==> config.mk <==
export PLATFORM = sky130hd
export DESIGN_NAME = jtpopeye_romarb
export DESIGN_NICKNAME = d
export VERILOG_FILES = /design/src/rtl/jtpopeye_romarb_pkg.sv /design/src/rtl/jtpopeye_romarb_slot.sv /design/src/rtl/jtpopeye_romarb.sv
export SDC_FILE = /design/constraint.sdc
export NUM_CORES = 1
export LEC_CHECK = 0
export BUFFER_PORTS_ARGS = -buffer_cell sky130_fd_sc_hd__buf_2
export CAP_MARGIN = 40
export CORE_MARGIN = 10
export CORE_UTILIZATION = 50
export DETAILED_ROUTE_END_ITERATION = 16
export PLACE_DENSITY_LB_ADDON = 0.1
export SYNTH_ARGS = -nofsm -noshare
export SYNTH_HDL_FRONTEND = slang
export SYNTH_SLANG_ARGS = --single-unit
export TNS_END_PERCENT = 1
==> constraint.sdc <==
create_clock -name i_clk -period 3.1 [get_ports i_clk]
set_clock_uncertainty 0.1 [all_clocks]
set_input_delay 0.31 -clock i_clk [delete_from_list [all_inputs] [get_ports i_clk]]
set_output_delay 0.31 -clock i_clk [all_outputs]
set_load 0.01 [all_outputs]
==> src/rtl/jtpopeye_romarb_pkg.sv <==
// ============================================================================
// jtpopeye_romarb_pkg
// Shared types and constants for the Popeye ROM arbiter.
//   state_t      : arbiter FSM states (idle / waiting for SDRAM)
//   CL_OBJ/CL_SCR: client identifiers used for grant and round-robin pointer
//   DEF_*        : default SDRAM width and ROM base offsets
// ============================================================================
package jtpopeye_romarb_pkg;

   // Arbiter states: IDLE looks for a pending client, WAIT holds the request
   // until the SDRAM controller answers.
   typedef enum logic {
      ST_IDLE = 1'b0,
      ST_WAIT = 1'b1
   } state_t;

   // Client identifiers, also the encoding of the round-robin pointer.
   localparam logic CL_OBJ = 1'b0;
   localparam logic CL_SCR = 1'b1;

   // Default SDRAM word-address width and ROM base offsets.
   localparam int          DEF_SDW     = 22;
   localparam logic [21:0] DEF_OBJ_OFF = 22'h10000;
   localparam logic [21:0] DEF_SCR_OFF = 22'h14000;

endpackage

==> src/rtl/jtpopeye_romarb_slot.sv <==
// ============================================================================
// jtpopeye_romarb_slot
// One client slot of the ROM arbiter: remembers which address was last
// fetched, whether the fetched word has arrived, and the word itself.
// Ports:
//   i_clk, i_rst      : clock, synchronous active-high reset
//   i_addr            : client's current 13-bit ROM word address
//   i_load_addr       : FSM strobe, fetch for i_addr starts this cycle
//   i_load_data       : FSM strobe, i_sdram_data is this slot's word
//   i_sdram_data      : SDRAM read data
//   o_data            : last word returned for this slot
//   o_ok              : o_data belongs to the current i_addr
//   o_pending         : slot needs a (re)fetch
// ============================================================================
module jtpopeye_romarb_slot (
   input  logic        i_clk,
   input  logic        i_rst,
   input  logic [12:0] i_addr,
   input  logic        i_load_addr,
   input  logic        i_load_data,
   input  logic [31:0] i_sdram_data,
   output logic [31:0] o_data,
   output logic        o_ok,
   output logic        o_pending
);

   logic [12:0] r_cachedAddr;
   logic        r_valid;
   logic [31:0] r_data;
   logic        w_match;

   // Starting a fetch records the requested address and marks the slot as
   // not yet valid; the returning word then makes it valid. The two strobes
   // never coincide because the FSM issues them from different states.
   always_ff @(posedge i_clk) begin
      if (i_rst) begin
         r_cachedAddr <= 13'd0;
         r_valid      <= 1'b0;
         r_data       <= 32'd0;
      end else if (i_load_addr) begin
         r_cachedAddr <= i_addr;
         r_valid      <= 1'b0;
      end else if (i_load_data) begin
         r_data  <= i_sdram_data;
         r_valid <= 1'b1;
      end
   end

   // The address compare is combinational so that ok drops in the very cycle
   // the client moves to a new address, and a word fetched for an address the
   // client has already left never shows up as valid.
   always_comb begin
      w_match   = (i_addr == r_cachedAddr);
      o_ok      = r_valid && w_match;
      o_pending = !r_valid || !w_match;
      o_data    = r_data;
   end

endmodule

==> src/rtl/jtpopeye_romarb.sv <==
// ============================================================================
// jtpopeye_romarb
// Shares one SDRAM read port between the object ROM fetcher and the scroll
// ROM fetcher. Each address change produces exactly one SDRAM read; the
// returned word is held with an ok flag until the client moves on.
// Ports:
//   i_clk, i_rst             : clock, synchronous active-high reset
//   i_obj_addr / o_obj_data  : object ROM word address / returned word
//   o_obj_ok                 : o_obj_data valid for current i_obj_addr
//   i_scr_addr / o_scr_data  : scroll ROM word address / returned word
//   o_scr_ok                 : o_scr_data valid for current i_scr_addr
//   o_sdram_req              : read request, held until i_sdram_rdy
//   o_sdram_addr             : read address, stable while o_sdram_req
//   i_sdram_rdy              : one-cycle pulse, i_sdram_data valid
//   i_sdram_data             : SDRAM read data
// ============================================================================
module jtpopeye_romarb
   import jtpopeye_romarb_pkg::*;
#(
   parameter int             SDW     = DEF_SDW,
   parameter logic [SDW-1:0] OBJ_OFF = SDW'(DEF_OBJ_OFF),
   parameter logic [SDW-1:0] SCR_OFF = SDW'(DEF_SCR_OFF)
) (
   input  logic           i_clk,
   input  logic           i_rst,
   input  logic [12:0]    i_obj_addr,
   output logic [31:0]    o_obj_data,
   output logic           o_obj_ok,
   input  logic [12:0]    i_scr_addr,
   output logic [31:0]    o_scr_data,
   output logic           o_scr_ok,
   output logic           o_sdram_req,
   output logic [SDW-1:0] o_sdram_addr,
   input  logic           i_sdram_rdy,
   input  logic [31:0]    i_sdram_data
);

   state_t         r_state;
   logic           r_grant;
   logic           r_rr;
   logic           w_objPend;
   logic           w_scrPend;
   logic           w_anyPend;
   logic           w_bothPend;
   logic           w_pick;
   logic [SDW-1:0] w_pickAddr;
   logic           w_objLoadAddr;
   logic           w_scrLoadAddr;
   logic           w_objLoadData;
   logic           w_scrLoadData;

   // Object ROM slot.
   jtpopeye_romarb_slot u_objSlot (
      .i_clk        (i_clk),
      .i_rst        (i_rst),
      .i_addr       (i_obj_addr),
      .i_load_addr  (w_objLoadAddr),
      .i_load_data  (w_objLoadData),
      .i_sdram_data (i_sdram_data),
      .o_data       (o_obj_data),
      .o_ok         (o_obj_ok),
      .o_pending    (w_objPend)
   );

   // Scroll ROM slot.
   jtpopeye_romarb_slot u_scrSlot (
      .i_clk        (i_clk),
      .i_rst        (i_rst),
      .i_addr       (i_scr_addr),
      .i_load_addr  (w_scrLoadAddr),
      .i_load_data  (w_scrLoadData),
      .i_sdram_data (i_sdram_data),
      .o_data       (o_scr_data),
      .o_ok         (o_scr_ok),
      .o_pending    (w_scrPend)
   );

   // Grant selection: a lone pending client wins outright, a tie goes to the
   // round-robin pointer. The SDRAM address is the client's ROM base plus
   // its zero-extended word address, wrapping silently at SDW bits.
   // Load strobes tell the slots when a fetch starts (IDLE grant) and when
   // its data arrives (rdy while waiting); a stray rdy in IDLE loads nothing.
   always_comb begin
      w_anyPend  = w_objPend || w_scrPend;
      w_bothPend = w_objPend && w_scrPend;
      w_pick     = w_bothPend ? r_rr : (w_objPend ? CL_OBJ : CL_SCR);
      w_pickAddr = (w_pick == CL_OBJ) ? OBJ_OFF + SDW'(i_obj_addr)
                                      : SCR_OFF + SDW'(i_scr_addr);
      w_objLoadAddr = (r_state == ST_IDLE) && w_anyPend && (w_pick == CL_OBJ);
      w_scrLoadAddr = (r_state == ST_IDLE) && w_anyPend && (w_pick == CL_SCR);
      w_objLoadData = (r_state == ST_WAIT) && i_sdram_rdy && (r_grant == CL_OBJ);
      w_scrLoadData = (r_state == ST_WAIT) && i_sdram_rdy && (r_grant == CL_SCR);
   end

   // Arbiter FSM. IDLE issues a registered request for the chosen client and
   // remembers who was granted; the pointer only moves when both clients
   // contended, so the loser is always the next one served. WAIT holds the
   // request and address steady until the SDRAM answers, then drops back to
   // IDLE, which leaves one idle cycle between consecutive fetches.
   always_ff @(posedge i_clk) begin
      if (i_rst) begin
         r_state      <= ST_IDLE;
         o_sdram_req  <= 1'b0;
         o_sdram_addr <= '0;
         r_grant      <= CL_OBJ;
         r_rr         <= CL_OBJ;
      end else begin
         case (r_state)
            ST_IDLE: begin
               if (w_anyPend) begin
                  o_sdram_req  <= 1'b1;
                  o_sdram_addr <= w_pickAddr;
                  r_grant      <= w_pick;
                  if (w_bothPend) begin
                     r_rr <= ~w_pick;
                  end
                  r_state <= ST_WAIT;
               end
            end
            ST_WAIT: begin
               if (i_sdram_rdy) begin
                  o_sdram_req <= 1'b0;
                  r_state     <= ST_IDLE;
               end
            end
            default: begin
               o_sdram_req <= 1'b0;
               r_state     <= ST_IDLE;
            end
         endcase
      end
   end

endmodule

Yosys cells after proc, flatten, opt, wreduce, memory -nomap -nowiden
Index checks and enable logic that the tools add are counted.
Widths: inputs -> output; s select.
{"block": "word_totals", "regBits": 118, "input_bits": 61, "out_inout_bits": 89, "word_cells": 54}
{"block": "op_classes", "n_addsub": 2, "n_eq_ne": 4, "mux": 9, "n_bitwise": 5, "reduce_logical": 23}
{"operator": "$add 17x13->18 const A", "n": 2}
{"operator": "$eq 13x13->1", "n": 2}
{"operator": "$mux 18", "n": 1}
{"operator": "$logic_and 1x1->1", "n": 9}
{"operator": "$reduce_and 2->1", "n": 4}
{"operator": "$mux 1", "n": 6}
{"operator": "$not 1->1", "n": 5}
{"operator": "$logic_not 1->1", "n": 4}
{"operator": "$ne 2x2->1 const B", "n": 2}
{"operator": "$pmux 1 s2", "n": 2}
{"operator": "$reduce_or 2->1", "n": 2}
{"operator": "$logic_or 1x1->1", "n": 3}
{"operator": "$reduce_and 3->1", "n": 1}

Logic depth before layout (Yosys ltp)
Gate-level depths: netlist of run 1.
{"block": "depth", "ltp_word": 9, "depth_mapped": 8, "depth_no_buf": 7}

Cells and area by module
Synthesis of run 1 repeated with hierarchy kept, for this count alone.
{"block": "hier_totals", "hier_cells": 516, "hier_area_um2": 4433.0}
{"module": "jtpopeye_romarb_slot", "instances": 2, "cells_each": 205, "area_each_um2": 1745.4, "seq_area_each_um2": 920.9}
{"module": "jtpopeye_romarb", "instances": 1, "cells_each": 106, "area_each_um2": 942.2, "seq_area_each_um2": 360.3}

Least setup slack after synthesis of run 1
No wires, ideal clock.
{"block": "synth_path", "kind": "register to register", "start": "register u_scrSlot.r_cachedAddr[5]", "end": "register u_objSlot.r_cachedAddr[10]", "setup_time_ps": 128, "arrival_ps": 1935, "t_required_ps": 2872, "slack_ps": 938, "path_stages_with_launch": 8, "path_buffers": 1, "period_less_slack_ps": 2162, "cell_sequence": "dfxtp_1 > xnor2_1 > nand4_1 > or4_4 > a211oi_4 > buf_8 > mux2i_1 > nor2_1"}
{"block": "synth_between", "elab_chain_cells": 7, "elab_cells_between_ends": 9, "classes_between": "eq/ne (1); mux (1); bitwise (1); reduce/logical (6)"}
{"element": "start, declared", "line": "jtpopeye_romarb_slot.sv:27", "source": "logic [12:0] r_cachedAddr;"}
{"element": "start signal, assigned", "line": "jtpopeye_romarb_slot.sv:41", "source": "r_cachedAddr <= i_addr;"}
{"element": "$eq 13x13->1 *", "line": "jtpopeye_romarb_slot.sv:53", "source": "w_match = (i_addr == r_cachedAddr);"}
{"element": "$logic_not 1->1 *", "line": "jtpopeye_romarb_slot.sv:55", "source": "o_pending = !r_valid || !w_match;"}
{"element": "$logic_or 1x1->1 *", "line": "jtpopeye_romarb_slot.sv:55"}
{"element": "$logic_and 1x1->1", "line": "jtpopeye_romarb.sv:85", "source": "w_bothPend = w_objPend && w_scrPend;"}
{"element": "$mux 1", "line": "jtpopeye_romarb.sv:86", "source": "w_pick = w_bothPend ? r_rr : (w_objPend ? CL_OBJ : CL_SCR);"}
{"element": "$not 1->1", "line": "jtpopeye_romarb.sv:89", "source": "w_objLoadAddr = (r_state == ST_IDLE) && w_anyPend && (w_pick == CL_OBJ);"}
{"element": "$logic_and 1x1->1 *", "line": "jtpopeye_romarb.sv:89"}
{"element": "end signal, assigned", "line": "jtpopeye_romarb_slot.sv:41"}
{"element": "end, declared", "line": "jtpopeye_romarb_slot.sv:27"}
Mark *: on every way between the ends. The rest lies on a longest branch, timed or not.
A chain may end at the register's enable or synchronous reset.

Worst setup path in the final report of run 1
{"block": "layout_path", "start": "register u_scrSlot.r_cachedAddr[2]", "end": "register u_objSlot.r_cachedAddr[11]"}
Same word-level chain as after synthesis.

==> metrics.md, run 1 <==
| Metric | Value |
|---|---|
| CP Class | `reg2reg` |
| Setup violators final | `0` |
| Crit path time final | `approximately 2500 ps` |
| Pre-CTS setup slack | `428 ps` |
| First-pass iteration count of the detailed router | `4` |
| Setup crit start kind | `flop` |
| Crit-path max cell delay | `between 600 and 700 ps` |
| Antenna Nets Post-Route | `0` |
| Critical Path AT | `2680 ps` |
| Post-CTS setup buffers | `0` |
| Crit path capture | `u_objSlot.r_cachedAddr[11]` |
| Area growth syn-to-layout | `21.8%` |
| Sequential standard cell area | `0.00220 mm²` |
| Clk slew on worst S/H paths | `110 ps` |
| Yosys warnings | `0` |
| GRT Util Overall | `around 17%` |
| 1st-iter DRT viols | `200` |
| Stages on the worst setup path | `7` |
| Drc violations | `0` |
| VDD IR max | `0.284 mV` |
| Worst R2R End | `u_objSlot.r_cachedAddr[11]` |
| Required time of the worst setup path | `between 3000 and 4000 ps` |
| Largest net degree at the start of global routing | `between 60 and 70` |
| H-tree levels | `3` |
| Final Hold Fails | `0` |
| Cts repair resizes | `0` |
| Outcome | `complete, no violations` |
| Post-synthesis area per instance | `slightly below 9 µm²` |
| Async SR Flop Fraction | `0%` |
| CP top delay family | `simple AND/OR/NAND/NOR gates` |
| Synth unique cells | `31` |
| Vias in the first global route | `roughly 3600` |
| Critical Path Fanout Max | `10` |
| Clk sinks | `110` |
| Row count | `33` |
| Fin nets | `a little under 700` |
| Peak Freq | `just under 400 MHz` |
| Seq/Total Area, Yosys | `around half` |
| Core Area | `about 0.0083 mm²` |
| Slew @ Worst Pin | `approximately 710 ps` |
| TritonCTS clock tree | `yes` |
| Worst setup EP type | `flop` |
| Setup TNS | `0 ps` |
| Post-DR wirelength/cell | `between 15 and 20 µm` |
| Die width | `around 110 µm` |
| RSZ-0062 raised after global routing | `no` |
| N_diodes | `0` |
| CTS Root Cell | `clkbuf_8` |
| Ys flop type | `dfxtp_1` |
| First-pass GRT wire length | `roughly 19000 µm` |
| P per Cell Area | `527 mW/mm²` |
| Drt via density | `slightly above 5` |
| Port bufs | `142` |
| Hold Crit Class | `in2reg` |
| DR vias | `between 3000 and 4000` |
| Post-Syn Area | `0.00429 mm²` |
| Insertion delay of the later-clocked pin in the worst-skew pair | `between 300 and 400 ps` |
| Post-synth EDFFs | `0` |
| Final cycle utilization of the critical path | `81.9%` |
| Multi-input logic area | `about 0.0019 mm²` |
| Slowest cell on the critical path | `or4_4` |
| GRT overflow | `0` |
| Number of fill cells in the layout | `760` |
| P_leak | `0.00236 µW` |
| FF-to-FF setup slack | `around 560 ps` |
| Reg2Reg Launch Point | `u_scrSlot.r_cachedAddr[2]` |
| Final WL | `roughly 11000 µm` |
| Max cap viols | `0` |
| CTS Buf Count | `9` |
| Clock tree buffer depth | `2` |
| Initial Util | `51.7%` |
| Critical path buffers and inverters | `1` |
| Worst slew margin | `around 53%` |
| Routability Congestion | `between 0.7 and 0.8` |
| Initial antenna violation count | `0` |
| Final WS setup | `between 500 and 600 ps` |
| HPWL Detailed | `~8500 µm` |
| Share of cells above drive strength 1 | `28.5%` |
| Hold Buf Count CTS | `0` |
| CP startpoint | `u_scrSlot.r_cachedAddr[2]` |
| Synthesized netlist cell count | `approximately 500` |
| Critical Path, Cell by Cell | `xnor2_1 -> nand4_1 -> or4_4 -> a211oi_4 -> buf_4 -> mux2i_1 -> nor2_1` |
| Die Ht | `113 µm` |
| Top-Level Pins | `150` |
| Synthesized flop and latch total | `110` |
| R2R depth | `7` |
| Slew Viols, Final | `0` |
| Die area | `between 0.01 and 0.015 mm²` |
==> synth_stat cells, drive strengths merged, types with 2 or more instances <==
master,instances,area share [%]
a211oi,2,0.64
a21o,13,2.3
a21oi,67,7.8
a22o,13,2.7
buf,14,2.6
clkbuf,25,2.2
dfxtp,110,51
inv,3,0.26
mux2i,26,6.1
nand2,132,12
nand4,6,0.88
nor2,35,3.1
nor3,4,0.73
nor4,2,0.64
xnor2,27,5.5
==> through the flow <==
stage               util [%]  std cells  instance area, µm²  hold slack [ps]  power [µW]
global placement        60.5        710                5020              329        1950
finish                  62.9        727                5220             64.2        2750
CTS                     62.9        727                5220             52.0        2780
global route            62.9        727                5220             64.2        2890
floorplan                  -        493                4310              309        1810
detailed placement      60.6        711                5030              340        1960
==> layer usage <==
metal  vias up  wire length (µm)  GRT usage, %
li1       1859                 -             -
met1      1730              4900          22.2
met2       116              5420          27.3
met3        15               880          5.48
met4         0               181          6.01
met5         -                 0             0
==> placed cells by master (no fill, tap or decap), types with 2 or more instances in the layout <==
cell type / n
nand2_1: 132
buf_2: 142
buf_4: 10
a21oi_1: 67
nand4_1: 6
inv_1: 2
inv_6: 3
nor3_1: 3
mux2i_1: 26
dfxtp_1: 110
a21o_1: 13
conb_1: 7
xnor2_1: 27
nor2_1: 34
a22o_1: 13
clkbuf_8: 11
==> worst min path at each step <==
stage	endpoint	slack, ps	startpoint	depth (start not counted)
finish	r_state	60	i_sdram_rdy	2
global route	u_scrSlot.o_data[27]	60	i_sdram_data[27]	3
CTS	r_state	50	i_sdram_rdy	2
detailed placement	o_sdram_addr[5]	340	o_sdram_addr[5]	1
global placement	o_sdram_addr[6]	330	o_sdram_addr[6]	1
floorplan	r_state	310	i_sdram_rdy	1
==> area by class of cell <==
cell class                 instances  share of cell area [%]
tap                              105                    2.51
multi-input combinational        341                    36.4
clock inverter                     5                   0.766
sequential                       110                    42.2
clock buffer                      11                    2.90
timing repair buffer             152                    15.0
inverter                           3                   0.216
==> cells by family (layout without fill, tap and decap cells) <==
logic type / after synthesis / count (layout) / synth area share (%)
AO/OA/AOI/OAI: 98 / 98 / 14.4
XOR/XNOR: 27 / 27 / 5.52
buffers and inverters: 42 / 171 / 5.02
flip-flops: 110 / 110 / 51.4
multiplexers: 26 / 26 / 6.07
other: 1 / 7 / 0.0875
AND/OR/NAND/NOR: 183 / 183 / 17.5
==> where the power goes <==
group,internal [µW],switching [µW]
clock,346,483
combinational,174,213
sequential,1490,49.0
==> flip-flops by register name (all words and copies together) (netlist names), 13 cells and up <==
signal / cells
u_objSlot.r_cachedAddr: 13
u_objSlot.o_data: 32
o_sdram_addr: 15
u_scrSlot.o_data: 32
u_scrSlot.r_cachedAddr: 13
Note: power is estimated with default switching activity, not from simulation.
==> run 2, diff against run 1 <==
ABC_AREA = 1   (was not set)
CORE_UTILIZATION = 51   (was 50)
clock period = 2.41 ns   (was 3.1 ns; I/O delays follow)
==> run 2 against run 1 <==
Compared with the run above: sequential share of layout area is 5.7 points lower; largest cell class is now multi-input combinational cells; highest routed layer unchanged; critical path type unchanged; non-clock buffer count up 18; sequential power is 29% higher.
==> metrics.md, run 2 <==
| Metric | Value |
|---|---|
| DR vias | `4985 (+34%)` |
| Hold Path Origin | `i_sdram_data[7]` |
| Post-synthesis area per instance | `6.83 µm² (-22%)` |
| Top Metal Used | `met4` |
| Post-DR wirelength/cell | `15.0 µm (-4.1%)` |
| Most common cell in the synthesized netlist | `nand2_1` |
| Critical Path Fanout Max | `14 (+4)` |
| Dpl cell area | `0.00565 mm² (+12%)` |
| Setup violators final | `0 (unchanged)` |
| Core Area | `0.00928 mm² (+12%)` |
| Port bufs | `142 (unchanged)` |
| CP Class | `reg2reg` |
| Hold Path Cell Cnt | `3 (+1)` |
| Hold EP | `u_objSlot.o_data[7]` |
| HPWL Detailed | `10700 µm (+26%)` |
| Slew Viols, Final | `0 (unchanged)` |
| Met1 WL | `6010 µm (+23%)` |
| Post-synth EDFFs | `0 (unchanged)` |
| Synthesized flop and latch total | `110 (unchanged)` |
| Fin Hold WS | `12.4 ps (-51.8 ps)` |
| Synthesized netlist cell count | `716 (+47%)` |
| CTS Buf Count | `9 (unchanged)` |
| Peak Freq | `468 MHz (+19%)` |
| Row count | `35 (+6.1%)` |
| Synth unique cells | `26 (-16%)` |
| Largest cells by area after synthesis | `dfxtp_1 45%, nand2_1 17%, nand3_1 8.0%, nor2_1 7.8%, inv_1 4.5%` |
| CTS Root Cell | `clkbuf_8` |
| Worst slew margin | `59.7% (+6.9 points)` |
| Sequential standard cell area | `0.00220 mm² (unchanged)` |
| Number of fill cells in the layout | `889 (+17%)` |
| First-pass iteration count of the detailed router | `8 (+4)` |
| Vias in the first global route | `4959 (+37%)` |
| Antenna Nets Post-Route | `0 (unchanged)` |
| Final Hold Fails | `0 (unchanged)` |
| VDD IR max | `0.561 mV (+98%)` |
| Critical Path AT | `2310 ps (-370 ps)` |
| Outcome | `complete, no violations` |
| Share of the synthesized area in the top cell type | `45.0% (-6.3 points)` |
| Yosys warnings | `0 (unchanged)` |
| Crit path time final | `2140 ps (-403 ps)` |
| Worst R2R End | `u_objSlot.r_cachedAddr[11]` |
| Most frequent cells in the layout | `215 x nand2_1, 142 x buf_2, 110 x dfxtp_1, 101 x nor2_1, 78 x nand3_1` |
| Routability Congestion | `0.895 (+20%)` |
| Die Ht | `118 µm (+4.7%)` |
| Clk slew on worst S/H paths | `110 ps (about the same)` |
| Commonest cells post-synth | `215 x nand2_1, 110 x dfxtp_1, 102 x nor2_1` |
| Setup TNS | `0 ps (unchanged)` |
| Insertion delay of the later-clocked pin in the worst-skew pair | `380 ps (+20 ps)` |
| Reg2Reg Launch Point | `u_scrSlot.r_cachedAddr[6]` |
| Met2 WL | `7340 µm (+35%)` |
| Die area | `0.0139 mm² (+9.7%)` |
| Max cap viols | `0 (unchanged)` |
| Seq/Total Area, Yosys | `45.0% (-6.3 points)` |
| Tot Pwr | `3760 µW (+37%)` |
| Clock tree buffer depth | `2 (unchanged)` |
| Final cycle utilization of the critical path | `88.6% (+6.7 points)` |
| Routed wl met3 | `1270 µm (+44%)` |
| P_leak | `0.00308 µW (+31%)` |
| Drt via density | `5.02 (-2.0%)` |
| R2R depth | `13 (+6)` |
| FF-to-FF setup slack | `270 ps (-290 ps)` |
| RSZ-0062 raised after global routing | `no` |
| Top-Level Pins | `150 (unchanged)` |
| Worst setup EP type | `flop` |
| Share of cells above drive strength 1 | `22.8% (-5.7 points)` |
| Required time of the worst setup path | `2580 ps (-660 ps)` |
| Slew @ Worst Pin | `604 ps (-103 ps)` |
| P per Cell Area | `623 mW/mm² (+18%)` |
| N_diodes | `0 (unchanged)` |
| Setup crit start kind | `flop` |
| TritonCTS clock tree | `yes` |
| GRT overflow | `0 (unchanged)` |
| Post-Syn Area | `0.00489 mm² (+14%)` |
| Drc violations | `0 (unchanged)` |
| Hold Crit Class | `in2reg` |
| H-tree levels | `3 (unchanged)` |
| Final WL | `14900 µm (+31%)` |
| Multi-input logic area | `0.00225 mm² (+18%)` |
| Largest net degree at the start of global routing | `50 (-18%)` |
| Commonest non-fill, non-tap cell in the layout | `nand2_1` |
| Fin nets | `922 (+36%)` |
| Area growth syn-to-layout | `23.5%` |
| 1st-iter DRT viols | `300 (+50%)` |
| Area leader, netlist | `dfxtp_1` |
| Initial Util | `52.7% (+1.0 points)` |
| Post-CTS setup buffers | `0 (unchanged)` |
| Initial antenna violation count | `0 (unchanged)` |
| Ys flop type | `dfxtp_1` |
| Die width | `118 µm (+4.7%)` |
| Util after Layout | `65.0% (+2.1 points)` |
| Final Cell Area | `0.00604 mm² (+16%)` |
| GRT Util Overall | `21.0% (+3.5 points)` |
| Clk sinks | `110 (unchanged)` |
| Async SR Flop Fraction | `0% (unchanged)` |
| First-pass GRT wire length | `24400 µm (+31%)` |
[run 2: cell types whose count changed in the layout (fill, tap and decap cells not counted), sizes merged, moves of 26 or more]
cell   change
inv       +58
mux2i     -26
nand2     +89
nand3     +77
nor2      +71
o21ai     +41
xnor2     -26
[run 2: timing repair]
action | 4_1_cts | 5_1_grt
hold endpoints to repair | 19 | 0
resized for setup | 0 | 0
hold buffers | 19 | 0
setup endpoints to repair | 0 | 0
[run 2: area by class of cell]
class                           instances  area share (%)
Clock buffer                            9            2.05
Clock inverter                          6            1.14
Inverter                               63            3.96
Multi-Input combinational cell        507            37.3
Sequential cell                       110            36.5
Tap cell                              129            2.67
Timing Repair Buffer                  170            16.4
[run 2: kinds of logic (layout without fill, tap and decap cells)]
logic type	after synthesis	in the layout	share of synthesized area, %
buffers and inverters	105	248	9.39
other	1	7	0.0767
AND/OR/NAND/NOR	407	407	34.7
flip-flops	110	110	45.0
XOR/XNOR	1	1	0.179
AO/OA/AOI/OAI	92	92	10.6
[run 2: routing by layer]
metal | track usage [%] | up-vias
met5 | 0 | -
met4 | 6.57 | 0
met3 | 8.20 | 24
met2 | 36.4 | 179
met1 | 22.9 | 2264
li1 | - | 2518
[run 2: report_power, final]
group          switching, µW  internal [µW]  leakage [µW]
Combinational            410            236       0.00208
Clock                    650            485      0.000101
Sequential              59.3           1920      0.000900
Total                   1120           2640       0.00308
[run 2: worst max-delay path by stage]
stage	startpoint	end	slack [ps]	depth (start not counted)
2_1_floorplan	u_scrSlot.r_cachedAddr[3]	u_objSlot.r_cachedAddr[0]	830	13
3_3_place_gp	i_scr_addr[8]	u_objSlot.r_cachedAddr[0]	360	14
3_5_place_dp	i_scr_addr[3]	u_objSlot.r_cachedAddr[10]	300	14
4_1_cts	u_scrSlot.r_cachedAddr[6]	u_objSlot.r_cachedAddr[3]	300	13
5_1_grt	u_scrSlot.r_cachedAddr[6]	o_sdram_addr[14]	80	13
6_report	u_scrSlot.r_cachedAddr[6]	u_objSlot.r_cachedAddr[11]	270	13
[run 2: critical path, stage by stage (launching register included)]
cell     delay, ps
dfxtp_1        380
inv_1           50
nand2_1         90
nand2_1         60
nor2_1         130
nand2_1         60
nor2_1          80
nand2_1        130
nand2_4        150
nand2_4        140
nor2_8         260
inv_2          130
nand2_4        180
o21ai_2         60
[run 2: through the flow]
stage | setup slack (ps) | instances
floorplan | 834 | 722
global placement | 363 | 959
detailed placement | 301 | 960
CTS | 304 | 994
global route | 83.3 | 994
finish | 275 | 994
==> run 3, diff against run 2 <==
CELL_PAD_IN_SITES_DETAIL_PLACEMENT = 1   (was not set)
CELL_PAD_IN_SITES_GLOBAL_PLACEMENT = 1   (was not set)
CORE_UTILIZATION = 35   (was 51)
==> run 3 against run 2 <==
Compared with the run above: critical endpoint is now o_sdram_addr[14]; sequential share of layout area hardly changed; count of clock-buffer cells in the layout is 2 higher; non-clock buffer count is 15 lower; first-iteration DRC count is 44% lower; maximum frequency is 0.55% higher; critical path depth stayed put; register-to-register slack hardly changed; combinational power is 2% lower; global-route usage is 4.0 points lower.
==> metrics.md, run 3 (synthesized netlist as in run 2, its figures left out) <==
| Metric | Value |
|---|---|
| First-pass iteration count of the detailed router | `4 (-4)` |
| Clock tree buffer depth | `2 (unchanged)` |
| Most frequent cells in the layout | `215 x nand2_1, 142 x buf_2, 110 x dfxtp_1, 101 x nor2_1, 78 x nand3_1` |
| Share of cells above drive strength 1 | `23.6% (+0.84 points)` |
| Fin Hold WS | `25.8 ps (+13.4 ps)` |
| Crit path time final | `2120 ps (-11.6 ps)` |
| Initial Util | `35.5% (-17 points)` |
| Worst slew margin | `58.3% (-1.4 points)` |
| CP Class | `reg2reg` |
| Fin nets | `907 (-1.6%)` |
| P per Cell Area | `688 mW/mm² (+11%)` |
| DR vias | `4899 (-1.7%)` |
| H-tree levels | `3 (unchanged)` |
| Final WS setup | `286 ps (+11.6 ps)` |
| Final Hold Fails | `0 (unchanged)` |
| TritonCTS clock tree | `yes` |
| Die area | `0.0191 mm² (+37%)` |
| Most common cell type on the critical path | `nand2_1` |
| Outcome | `complete, no violations` |
| Largest net degree at the start of global routing | `50 (unchanged)` |
| RSZ-0062 raised after global routing | `no` |
| Final cycle utilization of the critical path | `88.1% (-0.48 points)` |
| Setup violators final | `0 (unchanged)` |
| Setup TNS | `0 ps (unchanged)` |
| Drc violations | `0 (unchanged)` |
| Routability Congestion | `0.846 (-5.5%)` |
| R2R depth | `13 (unchanged)` |
| Tot Pwr | `4150 µW (+10%)` |
| GRT Util Overall | `17.0% (-4.0 points)` |
| Antenna Nets Post-Route | `0 (unchanged)` |
| GRT overflow | `0 (unchanged)` |
| Critical Path Fanout Max | `14 (unchanged)` |
| Slowest cell on the critical path | `dfxtp_1` |
| Post-DR wirelength/cell | `16.2 µm (+8.1%)` |
| Die width | `138 µm (+17%)` |
| Commonest non-fill, non-tap cell in the layout | `nand2_1` |
| Hold Buf Count CTS | `0 (-19)` |
| Post-CTS setup buffers | `0 (unchanged)` |
| Clk sinks | `110 (unchanged)` |
| Clk slew on worst S/H paths | `70 ps (-40 ps)` |
| Required time of the worst setup path | `2550 ps (-30 ps)` |
| Crit-path max cell delay | `370 ps (about the same)` |
| Peak Freq | `471 MHz (+0.55%)` |
| Final WL | `16700 µm (+12%)` |
| N_diodes | `0 (unchanged)` |
| VDD IR max | `0.372 mV (-34%)` |
| Number of fill cells in the layout | `1851 (+110%)` |
| Vias in the first global route | `5217 (+5.2%)` |
| First-pass GRT wire length | `27000 µm (+11%)` |
| Max cap viols | `0 (unchanged)` |
| Slew Viols, Final | `0 (unchanged)` |
| Placed Cells | `1015 (+5.7%)` |
| Row count | `43 (+23%)` |
| Critical Path AT | `2270 ps (-40 ps)` |
| Slew @ Worst Pin | `624 ps (+20.1 ps)` |
| Pre-CTS setup slack | `297 ps (-3.40 ps)` |
| Finished Layout Cells | `1031 (+3.7%)` |
| Area growth syn-to-layout | `23.4% (about the same)` |
| Setup crit start kind | `flop` |
| CTS Root Cell | `clkbuf_16` |
| CTS Buf Count | `9 (unchanged)` |
| Hold Crit Class | `in2reg` |
| Port bufs | `142 (unchanged)` |
| Die Ht | `138 µm (+17%)` |
| 1st-iter DRT viols | `168 (-44%)` |
| Hold Path Cell Cnt | `3 (unchanged)` |
| Cts repair resizes | `0 (unchanged)` |
| Core Area | `0.0138 mm² (+48%)` |
| Worst setup EP type | `flop` |
| Critical Path, Cell by Cell | `inv_1 -> nand2_1 -> nand2_1 -> nor2_1 -> nand2_1 -> nor2_1 -> nand2_1 -> nand2_4 -> nand2_4 -> nor2_8 -> inv_2 -> nand2_4 -> nor2_1` |
| Drt via density | `4.75 (-5.3%)` |
| Insertion delay of the later-clocked pin in the worst-skew pair | `350 ps (-30 ps)` |
| Initial antenna violation count | `0 (unchanged)` |
| HPWL Detailed | `12600 µm (+18%)` |
| Top-Level Pins | `150 (unchanged)` |
| P_leak | `0.00306 µW (-0.75%)` |
run 3: worst paths after layout:
check,to,slack [ps],start
hold reg to reg,u_scrSlot.o_data[25],360,u_scrSlot.o_data[25]
setup / recovery,o_sdram_addr[14],290,u_scrSlot.r_cachedAddr[6]
hold / removal,u_objSlot.o_data[14],30,i_sdram_data[14]
setup reg to reg,o_sdram_addr[14],290,u_scrSlot.r_cachedAddr[6]
run 3: worst max-delay path: cells and delay by family (launching register included):
kind                   cells  cell delay (ps)
AND/OR/NAND/NOR           11             1370
flip-flops                 1              370
buffers and inverters      2              170
run 3: layout make-up:
type	instances	area [µm²]	area share [%]
clock inverter	5	66.3	1.10
tap	180	225	3.73
sequential	110	2200	36.5
inverter	63	239	3.96
clock buffer	11	233	3.86
multi-input combinational	507	2250	37.3
timing repair buffer	155	816	13.5
run 3: power breakdown:
part           leakage (µW)  switching, µW  internal, µW
sequential         0.000900           59.2          1920
combinational       0.00202            416           218
clock              0.000143            718           824
total               0.00306           1190          2960
run 3: metal layers:
layer | track usage [%] | part of all wire, %
met2 | 29.2 | 49
met4 | 3.66 | 1.1
met1 | 18.8 | 42
met3 | 7.77 | 7.9
met5 | 0 | 0
run 3: metrics by stage:
stage               utilization [%]  cell area [µm²]
global route                   43.8             6030
global placement               41.5             5720
CTS                            43.8             6030
floorplan                         -             4910
finish                         43.8             6030
detailed placement             41.6             5740
